$ cat src/rtl/risc_v_mmio_uart_tx_if.sv
// MMIO bus bundle between the memory controller (master) and an MMIO peripheral (slave).
interface risc_v_mmio_uart_tx_if #(
  parameter int ADDRESS_32_W = 32,
  parameter int DATA_32_W    = 32
);
  logic                    data_mmio_wr_addr_val;
  logic [ADDRESS_32_W-1:0] data_mmio_wr_addr;
  logic [DATA_32_W-1:0]    mmio_wr_data;
  logic                    data_mmio_rd_addr_val;
  logic [ADDRESS_32_W-1:0] data_mmio_rd_addr;
  logic [DATA_32_W-1:0]    mmio_rd_data;

  modport master (
    output data_mmio_wr_addr_val, data_mmio_wr_addr, mmio_wr_data,
    output data_mmio_rd_addr_val, data_mmio_rd_addr,
    input  mmio_rd_data
  );

  modport slave (
    input  data_mmio_wr_addr_val, data_mmio_wr_addr, mmio_wr_data,
    input  data_mmio_rd_addr_val, data_mmio_rd_addr,
    output mmio_rd_data
  );
endinterface

$ cat src/rtl/risc_v_mmio_uart_tx.sv
// Memory-mapped 8N1 UART transmitter: TX FIFO, programmable baud divisor,
// registered MMIO read-back of TXDATA/STATUS/BAUD_DIV/CTRL.
module risc_v_mmio_uart_tx #(
  parameter int          FIFO_DEPTH       = 8,
  parameter logic [15:0] DEFAULT_BAUD_DIV = 16'd434
) (
  input  logic                        clk,
  input  logic                        rst,
  risc_v_mmio_uart_tx_if.slave        bus,
  output logic                        uart_tx
);
  localparam int PTR_W = (FIFO_DEPTH > 1) ? $clog2(FIFO_DEPTH) : 1;
  localparam int CNT_W = PTR_W + 1;
  localparam logic [CNT_W-1:0] DEPTH_C = CNT_W'(FIFO_DEPTH);

  localparam logic [1:0] ST_IDLE  = 2'd0;
  localparam logic [1:0] ST_START = 2'd1;
  localparam logic [1:0] ST_DATA  = 2'd2;
  localparam logic [1:0] ST_STOP  = 2'd3;

  logic [7:0]       fifo_mem_r [FIFO_DEPTH];
  logic [PTR_W-1:0] wr_ptr_r;
  logic [PTR_W-1:0] rd_ptr_r;
  logic [CNT_W-1:0] count_r;
  logic             overflow_r;
  logic             enable_r;
  logic [15:0]      baud_div_r;
  logic [15:0]      div_act_r;
  logic [15:0]      bit_cnt_r;
  logic [1:0]       state_r;
  logic [2:0]       bit_idx_r;
  logic [7:0]       shift_r;
  logic             tx_r;
  logic [31:0]      rd_data_r;

  logic [29:0] wr_word_s;
  logic [29:0] rd_word_s;
  logic        wr_txdata_s;
  logic        wr_status_s;
  logic        wr_baud_s;
  logic        wr_ctrl_s;
  logic        bit_end_s;
  logic        frame_ready_s;
  logic        pop_s;
  logic        push_ok_s;
  logic        full_s;
  logic        empty_s;
  logic [15:0] baud_wr_s;
  logic [31:0] status_s;
  logic [31:0] rd_next_s;
  logic        unused_bits_s;

  assign wr_word_s     = bus.data_mmio_wr_addr[31:2];
  assign rd_word_s     = bus.data_mmio_rd_addr[31:2];
  assign unused_bits_s = ^{bus.data_mmio_wr_addr[1:0], bus.data_mmio_rd_addr[1:0],
                           bus.mmio_wr_data[31:16]};

  // Write-strobe decode into per-register write enables.
  always_comb begin
    wr_txdata_s = 1'b0;
    wr_status_s = 1'b0;
    wr_baud_s   = 1'b0;
    wr_ctrl_s   = 1'b0;
    if (bus.data_mmio_wr_addr_val) begin
      case (wr_word_s)
        30'd0:   wr_txdata_s = 1'b1;
        30'd1:   wr_status_s = 1'b1;
        30'd2:   wr_baud_s   = 1'b1;
        30'd3:   wr_ctrl_s   = 1'b1;
        default: wr_txdata_s = 1'b0;
      endcase
    end else begin
      wr_txdata_s = 1'b0;
    end
  end

  assign full_s        = (count_r == DEPTH_C);
  assign empty_s       = (count_r == {CNT_W{1'b0}});
  assign bit_end_s     = (bit_cnt_r == 16'd0);
  assign frame_ready_s = enable_r && !empty_s;
  assign baud_wr_s     = (bus.mmio_wr_data[15:0] == 16'd0) ? 16'd1 : bus.mmio_wr_data[15:0];

  // A frame starts from IDLE or straight out of a finishing stop bit; a pop
  // frees a slot in the same cycle, so a push into a full FIFO still lands.
  always_comb begin
    if ((state_r == ST_IDLE) || ((state_r == ST_STOP) && bit_end_s)) begin
      pop_s = frame_ready_s;
    end else begin
      pop_s = 1'b0;
    end
    push_ok_s = wr_txdata_s && (!full_s || pop_s);
  end

  assign status_s = {17'd0, 7'(count_r), 4'd0, overflow_r, empty_s, full_s,
                     (state_r != ST_IDLE)};

  // Read-data mux; unmapped offsets read as zero.
  always_comb begin
    rd_next_s = 32'd0;
    case (rd_word_s)
      30'd1:   rd_next_s = status_s;
      30'd2:   rd_next_s = {16'd0, baud_div_r};
      30'd3:   rd_next_s = {31'd0, enable_r};
      default: rd_next_s = 32'd0;
    endcase
  end

  // FIFO storage; contents need no reset because pointers and count are cleared.
  always_ff @(posedge clk) begin
    if (push_ok_s) begin
      fifo_mem_r[wr_ptr_r] <= bus.mmio_wr_data[7:0];
    end
  end

  // FIFO pointers, occupancy and sticky overflow.
  always_ff @(posedge clk) begin
    if (rst) begin
      wr_ptr_r   <= {PTR_W{1'b0}};
      rd_ptr_r   <= {PTR_W{1'b0}};
      count_r    <= {CNT_W{1'b0}};
      overflow_r <= 1'b0;
    end else begin
      if (push_ok_s) begin
        wr_ptr_r <= wr_ptr_r + PTR_W'(1);
      end
      if (pop_s) begin
        rd_ptr_r <= rd_ptr_r + PTR_W'(1);
      end
      case ({push_ok_s, pop_s})
        2'b10:   count_r <= count_r + CNT_W'(1);
        2'b01:   count_r <= count_r - CNT_W'(1);
        default: count_r <= count_r;
      endcase
      if (wr_txdata_s && !push_ok_s) begin
        overflow_r <= 1'b1;
      end else if (wr_status_s && bus.mmio_wr_data[3]) begin
        overflow_r <= 1'b0;
      end
    end
  end

  // Software-visible configuration registers.
  always_ff @(posedge clk) begin
    if (rst) begin
      baud_div_r <= DEFAULT_BAUD_DIV;
      enable_r   <= 1'b1;
    end else begin
      if (wr_baud_s) begin
        baud_div_r <= baud_wr_s;
      end
      if (wr_ctrl_s) begin
        enable_r <= bus.mmio_wr_data[0];
      end
    end
  end

  // Frame sequencer: divisor is latched per frame so mid-frame writes wait.
  always_ff @(posedge clk) begin
    if (rst) begin
      state_r   <= ST_IDLE;
      tx_r      <= 1'b1;
      bit_cnt_r <= 16'd0;
      bit_idx_r <= 3'd0;
      shift_r   <= 8'd0;
      div_act_r <= DEFAULT_BAUD_DIV;
    end else if (pop_s) begin
      state_r   <= ST_START;
      tx_r      <= 1'b0;
      shift_r   <= fifo_mem_r[rd_ptr_r];
      div_act_r <= baud_div_r;
      bit_cnt_r <= baud_div_r - 16'd1;
      bit_idx_r <= 3'd0;
    end else begin
      case (state_r)
        ST_IDLE: begin
          tx_r <= 1'b1;
        end
        ST_START, ST_DATA: begin
          if (!bit_end_s) begin
            bit_cnt_r <= bit_cnt_r - 16'd1;
          end else begin
            bit_cnt_r <= div_act_r - 16'd1;
            if ((state_r == ST_DATA) && (bit_idx_r == 3'd7)) begin
              state_r <= ST_STOP;
              tx_r    <= 1'b1;
            end else begin
              if (state_r == ST_DATA) begin
                bit_idx_r <= bit_idx_r + 3'd1;
              end
              state_r <= ST_DATA;
              tx_r    <= shift_r[0];
              shift_r <= {1'b0, shift_r[7:1]};
            end
          end
        end
        ST_STOP: begin
          if (bit_end_s) begin
            state_r <= ST_IDLE;
          end else begin
            bit_cnt_r <= bit_cnt_r - 16'd1;
          end
        end
        default: begin
          state_r <= ST_IDLE;
          tx_r    <= 1'b1;
        end
      endcase
    end
  end

  // Read data updates only on a read strobe and holds otherwise.
  always_ff @(posedge clk) begin
    if (rst) begin
      rd_data_r <= 32'd0;
    end else if (bus.data_mmio_rd_addr_val) begin
      rd_data_r <= rd_next_s;
    end
  end

  assign uart_tx          = tx_r;
  assign bus.mmio_rd_data = rd_data_r;
endmodule

$ cat src/flat_wrapper.sv
// flat-port wrapper written by rule: the top's interface ports become plain ports
module risc_v_mmio_uart_tx_flat 
#(
  parameter int          FIFO_DEPTH       = 8,
  parameter logic [15:0] DEFAULT_BAUD_DIV = 16'd434
)
  (clk, rst, uart_tx, bus_data_mmio_wr_addr_val, bus_data_mmio_wr_addr, bus_mmio_wr_data, bus_data_mmio_rd_addr_val, bus_data_mmio_rd_addr, bus_mmio_rd_data);
  risc_v_mmio_uart_tx_if bus_i ();
  input  logic clk;
  input  logic rst;
  output logic uart_tx;
  input wire logic [$bits(bus_i.data_mmio_wr_addr_val)-1:0] bus_data_mmio_wr_addr_val;
  input wire logic [$bits(bus_i.data_mmio_wr_addr)-1:0] bus_data_mmio_wr_addr;
  input wire logic [$bits(bus_i.mmio_wr_data)-1:0] bus_mmio_wr_data;
  input wire logic [$bits(bus_i.data_mmio_rd_addr_val)-1:0] bus_data_mmio_rd_addr_val;
  input wire logic [$bits(bus_i.data_mmio_rd_addr)-1:0] bus_data_mmio_rd_addr;
  output wire logic [$bits(bus_i.mmio_rd_data)-1:0] bus_mmio_rd_data;
  assign bus_i.data_mmio_wr_addr_val = bus_data_mmio_wr_addr_val;
  assign bus_i.data_mmio_wr_addr = bus_data_mmio_wr_addr;
  assign bus_i.mmio_wr_data = bus_mmio_wr_data;
  assign bus_i.data_mmio_rd_addr_val = bus_data_mmio_rd_addr_val;
  assign bus_i.data_mmio_rd_addr = bus_data_mmio_rd_addr;
  assign bus_mmio_rd_data = bus_i.mmio_rd_data;
  risc_v_mmio_uart_tx #(.FIFO_DEPTH(FIFO_DEPTH), .DEFAULT_BAUD_DIV(DEFAULT_BAUD_DIV)) u_core (.clk(clk), .rst(rst), .bus(bus_i), .uart_tx(uart_tx));
endmodule
$ cat config.mk
export PLATFORM = sky130hd
export DESIGN_NAME = risc_v_mmio_uart_tx_flat
export DESIGN_NICKNAME = d
export VERILOG_FILES = /design/src/rtl/risc_v_mmio_uart_tx_if.sv /design/src/rtl/risc_v_mmio_uart_tx.sv /design/src/flat_wrapper.sv
export SDC_FILE = /design/constraint.sdc
export NUM_CORES = 1
export LEC_CHECK = 0
export CORE_UTILIZATION = 57
export CTS_CLUSTER_DIAMETER = 30
export DETAILED_ROUTE_END_ITERATION = 10
export PLACE_DENSITY = 0.85
export RECOVER_POWER = 50
export SLEW_MARGIN = 30
export SYNTH_ARGS = -nofsm -noshare
export SYNTH_HDL_FRONTEND = slang
export SYNTH_SLANG_ARGS = --single-unit
export TNS_END_PERCENT = 10
$ cat constraint.sdc
create_clock -name clk -period 5.1 [get_ports clk]
set_input_delay 1.275 -clock clk [delete_from_list [all_inputs] [get_ports clk]]
set_output_delay 1.275 -clock clk [all_outputs]
set_load 0.01 [all_outputs]
==> out/summary.txt, run 1 <==
MaxCap Viol Count -> 1
Total grt overflow -> 0
Critical Path Fanout Max -> 6
Post-Syn Instances -> 740
Fin Setup TNS -> 0 ns
Final ANT Viol Nets -> 0
Leak pwr -> 3.281 nW
DRC viols -> 0
Comb power frac -> 32.8%
Final period utilization -> 75.98%
Critical path startpoint category -> input pin
Most frequent cell after synthesis -> nand2_1
Register area -> 3785 µm²
WL/cell -> 18.45 µm
Ys Warns -> 0
Simple-gate share of the synthesized area -> 18.81%
Setup violators final -> 0
Via count -> 6149
Num CTS Buffers -> 17
Clk pwr share -> 29.8%
Largest family of logic cells by synthesized area -> simple AND/OR/NAND/NOR gates
TritonCTS clock tree -> done
Drt via density -> 6.100
Switching power -> 1.594 mW
CTS resizes -> 0
DRT iter0 DRCs -> 657
Compound-gate portion of the synthesized area -> 13.49%
Post-Synth Adder-Cell Area -> 2.694%
Commonest cells in the synthesized netlist -> 96 x nand2_1, 93 x dfxtp_1, 64 x edfxtp_1, 58 x nor2_1, 37 x a21oi_1
Core ar. -> 13240 µm²
Sequential fraction of the synthesis area -> 49.07%
Final wirelength -> 18600 µm
Netlist Area Pre-Place -> 7710 µm²
Status -> finished with violations
Synth async-reset ratio -> 0%
Mux cell area share after synthesis -> 7.173%
FILL cells -> 914
Area growth syn-to-layout -> 20.17%
Die area -> 13990 µm²
Most used DFF post-synth -> dfxtp_1
First-pass GRT wire length -> 30030 µm
# hold bufs at CTS -> 0
Post-synth EDFFs -> 64
Die Width -> 118.3 µm
Clk_lat worst skew -> 0.43 ns
RSZ-0062 raised after global routing -> no
Post-synthesis xor/xnor area fraction -> 3.635%
Clock sink count -> 157
PD cells -> 461.6 nW/µm²
Row count -> 42
Dpl hpwl -> 12710 µm
Yosys top cell by area -> edfxtp_1
I/O pins -> 133
Total global-route track usage -> 27.50%
Actual slew at the worst max-slew pin -> 1.728 ns
CP required -> 5.41 ns
Int Pwr -> 2.683 mW
Max Clock Skew -> 0.007318 ns
Critical Path AT -> 4.18 ns
F_max -> 258.1 MHz
Hold crit path type -> flip-flop to flip-flop
Die height -> 118.3 µm
Initial DRT Pass Iterations -> 7
Syn_area_per_cell -> 10.42 µm²
Nets@finish -> 935
Layout cell share with drive strength beyond 1 -> 10.70%
Number of synthesized register bits -> 157
Fin crit period -> 3.875 ns
Area of the multi-input gates -> 3591 µm²
Initial antenna violation count -> 1
Sw Ratio -> 37.26%
Sequential share of power -> 37.4%
Clk root buf -> clkbuf_16
Top cells by area, synth -> edfxtp_1 25%, dfxtp_1 24%, mux4_2 4.7%
Setup bufs post-CTS -> 0
# diodes -> 0
Hold WS -> 0.4891 ns
Port bufs -> 96
Final hold violation count -> 0
RD Place Congestion -> 0.8412
Worst relative slew slack -> -15.19%
Yosys top cell area share -> 24.93%
Max-slew violations -> 46
Pin count of the biggest net entering global routing -> 50
Overall power -> 4.277 mW
Worst setup EP type -> flip-flop
Cell variety after synth -> 77
Critical path class -> input pin to flip-flop
Htree depth -> 4
Failing checks -> capacitance limit, slew limit
Vias in the first global route -> 5988
Peak supply drop -> 0.3001 mV
CTS Buffer Depth -> 2
Core Util, Final -> 69.96%
Starting Density -> 58.22%
Clock-pin slew on the worst setup and hold paths -> 0.06 ns
[cell families after synthesis]
family / after synthesis
AND/OR/NAND/NOR: 274
flip-flops: 157
AO/OA/AOI/OAI: 149
buffers and inverters: 76
multiplexers: 35
XOR/XNOR: 32
adder cells (fa/ha/maj): 16
other: 1
[power groups by stage]
| stage | Combinational [mW] | Clock, mW | Sequential, mW |
|---|---|---|---|
| global placement | 1.31 | 0 | 1.61 |
| CTS | 1.39 | 1.28 | 1.60 |
| global route | 1.53 | 1.33 | 1.62 |
| finish | 1.40 | 1.27 | 1.60 |
| detailed placement | 1.38 | 0 | 1.63 |
| floorplan | 1.10 | 0 | 1.55 |
[area by class of cell]
cell class | count | share of cell area, %
clock buffer | 18 | 4.632
clock inverter | 14 | 1.891
inverter | 19 | 0.7697
multi-input combinational | 522 | 38.76
sequential | 157 | 40.85
tap | 176 | 2.377
timing repair buffer | 102 | 10.72
[routing by layer]
metal  wire length (µm)  GRT usage, %  vias up
met1               7643         34.06     2974
met3               1192         5.405       38
met2               9338         46.88      273
met4                422         11.54        0
li1                   -             -     2864
met5                  0             0        -
[path summary, 6_finish.rpt]
kind,startpoint,to,slack [ns],depth (start not counted)
worst min-delay path,u_core.bus.mmio_rd_data[11]$_SDFFE_PP0P_,u_core.bus.mmio_rd_data[11]$_SDFFE_PP0P_,0.49,2
worst min register to register,u_core.bus.mmio_rd_data[11]$_SDFFE_PP0P_,u_core.bus.mmio_rd_data[11]$_SDFFE_PP0P_,0.49,2
worst max-delay path,bus_data_mmio_wr_addr[14],u_core.count_r[3]$_SDFFE_PP0P_,1.23,11
worst max register to register,u_core.bit_cnt_r[0]$_SDFFE_PP0P_,u_core.fifo_mem_r[3][0]$_DFFE_PP_,1.41,8
[critical path: stages]
cell and delay, ns:
dlygate4sd3_1 0.53, nor4_1 0.28, nand4_1 0.23, nor4_4 0.31
nand2b_2 0.25, inv_1 0.09, ha_1 0.29, a21o_1 0.18
a21oi_1 0.18, mux2i_1 0.22, mux2_1 0.34
[stage by stage]
stage	cells	setup slack (ns)	area, µm²
after global placement	976	0.9458	8672
after global routing	1008	0.9829	9265
after detailed placement	976	0.8820	8673
final	1008	1.225	9265
after CTS	1008	1.316	9278
after floorplan	755	1.530	7766
[sequential cells by signal, indices dropped and copies added (netlist names), named ones only]
name	count
u_core.baud_div_r	16
u_core.bit_cnt_r	16
u_core.bit_idx_r	3
u_core.bus.mmio_rd_data	16
u_core.count_r	4
u_core.div_act_r	16
u_core.enable_r	1
u_core.fifo_mem_r	64
u_core.overflow_r	1
u_core.rd_ptr_r	3
u_core.shift_r	8
u_core.state_r	2
u_core.uart_tx	1
u_core.wr_ptr_r	3
[cell usage in the layout, fill, tap and decap left out, types with 20 or more instances in the layout]
master / synthesis / layout
edfxtp_1: 64 / 64
a21oi_1: 37 / 37
clkdlybuf4s50_1: 0 / 73
nand2_1: 96 / 96
xor2_1: 20 / 20
a211oi_1: 19 / 20
dlygate4sd3_1: 0 / 22
nor2_1: 58 / 57
dfxtp_1: 93 / 92
a22oi_1: 21 / 21
Power figures use the tool's default switching activity.
==> inputs of run 2 (changes only) <==
--- a/config.mk
+++ b/config.mk
@@ -5,10 +5,10 @@
 export SDC_FILE = /design/constraint.sdc
 export NUM_CORES = 1
 export LEC_CHECK = 0
-export CORE_UTILIZATION = 57
+export CORE_UTILIZATION = 53
 export CTS_CLUSTER_DIAMETER = 30
 export DETAILED_ROUTE_END_ITERATION = 10
-export PLACE_DENSITY = 0.85
+export PLACE_DENSITY = 0.8
 export RECOVER_POWER = 50
 export SLEW_MARGIN = 30
 export SYNTH_ARGS = -nofsm -noshare
==> constraint.sdc (replaced) <==
create_clock -name clk -period 3.7 [get_ports clk]
set_input_delay 0.925 -clock clk [delete_from_list [all_inputs] [get_ports clk]]
set_output_delay 0.925 -clock clk [all_outputs]
set_load 0.01 [all_outputs]
==> run 2 against run 1 <==
  * Design area grew 0.77%
  * Sequential cell count is the same
  * Cell count grew 1.9%
  * Clock-buffer cell count shrank 1
  * Critical path depth grew 1
  * Sequential power grew 36%
  * Combinational power grew 39%
  * Hold slack lost 0.0028 ns
  * Clock power grew 36%
  * The flow still finishes with violations (capacitance limit, slew limit)
  * Core utilization shrank 3.5 points
  * Setup slack lost 0.96 ns
  * Highest routed layer unchanged
  * Largest power group unchanged
  * Non-clock buffer count grew 15
==> out/summary.txt, run 2 (synthesis gave the netlist of run 1 again) <==
# hold bufs at CTS -> 0 (unchanged)
Clk_lat worst skew -> 0.43 ns (about the same)
Critical path startpoint category -> flip-flop
Area growth syn-to-layout -> 21.10%
Via count -> 6096 (-0.86%)
RSZ-0062 raised after global routing -> no
Final ANT Viol Nets -> 0 (unchanged)
Die area -> 15030 µm² (+7.4%)
Die height -> 122.6 µm (+3.6%)
Critical Path Fanout Max -> 7 (+1)
Starting Density -> 54.91% (-3.3 points)
WL/cell -> 18.07 µm (-2.0%)
Max Clock Skew -> 0.007061 ns (-0.0002565 ns)
MaxCap Viol Count -> 1 (unchanged)
Nets@finish -> 950 (+1.6%)
Clock-pin slew on the worst setup and hold paths -> 0.07 ns (about the same)
Worst relative slew slack -> -23.00% (-7.8 points)
Clk root buf -> clkbuf_16
PD cells -> 627.8 nW/µm² (+36%)
Setup bufs post-CTS -> 0 (unchanged)
Max-slew violations -> 18 (-61%)
RD Place Congestion -> 0.8616 (+2.4%)
Pin count of the biggest net entering global routing -> 45 (-10%)
Critical path class -> flip-flop to flip-flop
Layout cell share with drive strength beyond 1 -> 11.45% (+0.76 points)
Initial DRT Pass Iterations -> 5 (-2)
First-pass GRT wire length -> 30040 µm (about the same)
Dpl hpwl -> 13330 µm (+4.9%)
Fin crit period -> 3.432 ns
Die Width -> 122.6 µm (+3.6%)
Actual slew at the worst max-slew pin -> 1.831 ns (+0.1031 ns)
Final hold violation count -> 0 (unchanged)
Final wirelength -> 18560 µm (-0.19%)
Htree depth -> 4 (unchanged)
Core Util, Final -> 66.49% (-3.5 points)
Status -> finished with violations
DRT iter0 DRCs -> 533 (-19%)
CTS resizes -> 0 (unchanged)
Max FFs per register -> 64 (unchanged)
Leak pwr -> 3.350 nW (+2.1%)
I/O pins -> 133 (unchanged)
# diodes -> 0 (unchanged)
CP required -> 4.01 ns (-1.40 ns)
DRC viols -> 0 (unchanged)
Drt via density -> 5.936 (-2.7%)
Core ar. -> 14040 µm² (+6.0%)
Clock sink count -> 157 (unchanged)
Num CTS Buffers -> 17 (unchanged)
Initial antenna violation count -> 0 (-1)
Setup violators final -> 0 (unchanged)
Worst setup EP type -> flip-flop
Port bufs -> 96 (unchanged)
Largest Register -> u_core.fifo_mem_r
Final period utilization -> 92.75%
Total grt overflow -> 0 (unchanged)
Critical Path AT -> 3.74 ns (-0.44 ns)
Row count -> 43 (+2.4%)
Commonest non-fill, non-tap cell in the layout -> nand2_1
Peak supply drop -> 0.3631 mV (+21%)
Total global-route track usage -> 26.37% (-1.1 points)
Fin Setup TNS -> 0 ns (unchanged)
Failing checks -> capacitance limit, slew limit
Vias in the first global route -> 5930 (-0.97%)
CTS Buffer Depth -> 2 (unchanged)
TritonCTS clock tree -> done
F_max -> 291.4 MHz
Most frequent cells in the layout -> 96 x nand2_1, 93 x dfxtp_1, 67 x clkdlybuf4s50_1, 64 x edfxtp_1, 59 x nor2_1
Hold crit path type -> flip-flop to flip-flop
run 2: power by group:
part           switching [mW]  internal (mW)  leakage (nW)
clock                   0.768          0.959         0.287
combinational            1.17          0.781          1.73
sequential              0.211           1.97          1.33
total                    2.15           3.71          3.35
run 2: worst max-delay path, cell delays in order, from the launching register on:
cell and delay, ns:
dfxtp_1 0.37, inv_1 0.11, ha_1 0.15, nor3b_1 0.32, nand4_1 0.17, o21ai_0 0.76, nand2b_2 0.11, inv_1 0.12
ha_1 0.24, a21o_1 0.19, a21oi_1 0.22, mux2i_1 0.24, mux2_1 0.33
run 2: layout make-up:
class | count | area (µm²)
clock inverters | 15 | 161.4
repair buffers | 117 | 1095
fillers | 1061 | 4706
inverters | 19 | 71.32
clock buffers | 17 | 425.4
well taps | 180 | 225.2
multi-input cells | 522 | 3575
flip-flops and latches | 157 | 3784
run 2: through the flow:
stage	cells	worst slack [ns]	power [mW]	hold slack (ns)	instance area [µm²]
4_1_cts	1027	0.4302	5.896	0.4917	9376
2_1_floorplan	755	0.4803	3.655	0.4481	7766
6_report	1027	0.2684	5.861	0.4863	9336
3_3_place_gp	995	0.08179	4.086	0.4606	8790
3_5_place_dp	995	0.003037	4.174	0.4778	8790
5_1_grt	1027	0.1396	6.161	0.5097	9336
run 2: final timing paths:
check / startpoint / to / slack (ns) / depth (start not counted)
setup reg to reg: u_core.bit_cnt_r[0]$_SDFFE_PP0P_ / u_core.count_r[3]$_SDFFE_PP0P_ / 0.27 / 12
hold reg to reg: u_core.bus.mmio_rd_data[8]$_SDFFE_PP0P_ / u_core.bus.mmio_rd_data[8]$_SDFFE_PP0P_ / 0.49 / 2
setup / recovery: u_core.bit_cnt_r[0]$_SDFFE_PP0P_ / u_core.count_r[3]$_SDFFE_PP0P_ / 0.27 / 12
hold / removal: u_core.bus.mmio_rd_data[8]$_SDFFE_PP0P_ / u_core.bus.mmio_rd_data[8]$_SDFFE_PP0P_ / 0.49 / 2
run 2: metal layers:
metal  track usage (%)  wire [µm]  share of wire, %  vias to the layer above
met5                 0          0                 0                        -
met4             10.82        435               2.3                        0
li1                  -          -                 -                     2878
met1             33.55       7837                42                     2931
met3             4.368       1028               5.5                       35
met2             44.49       9261                50                      252
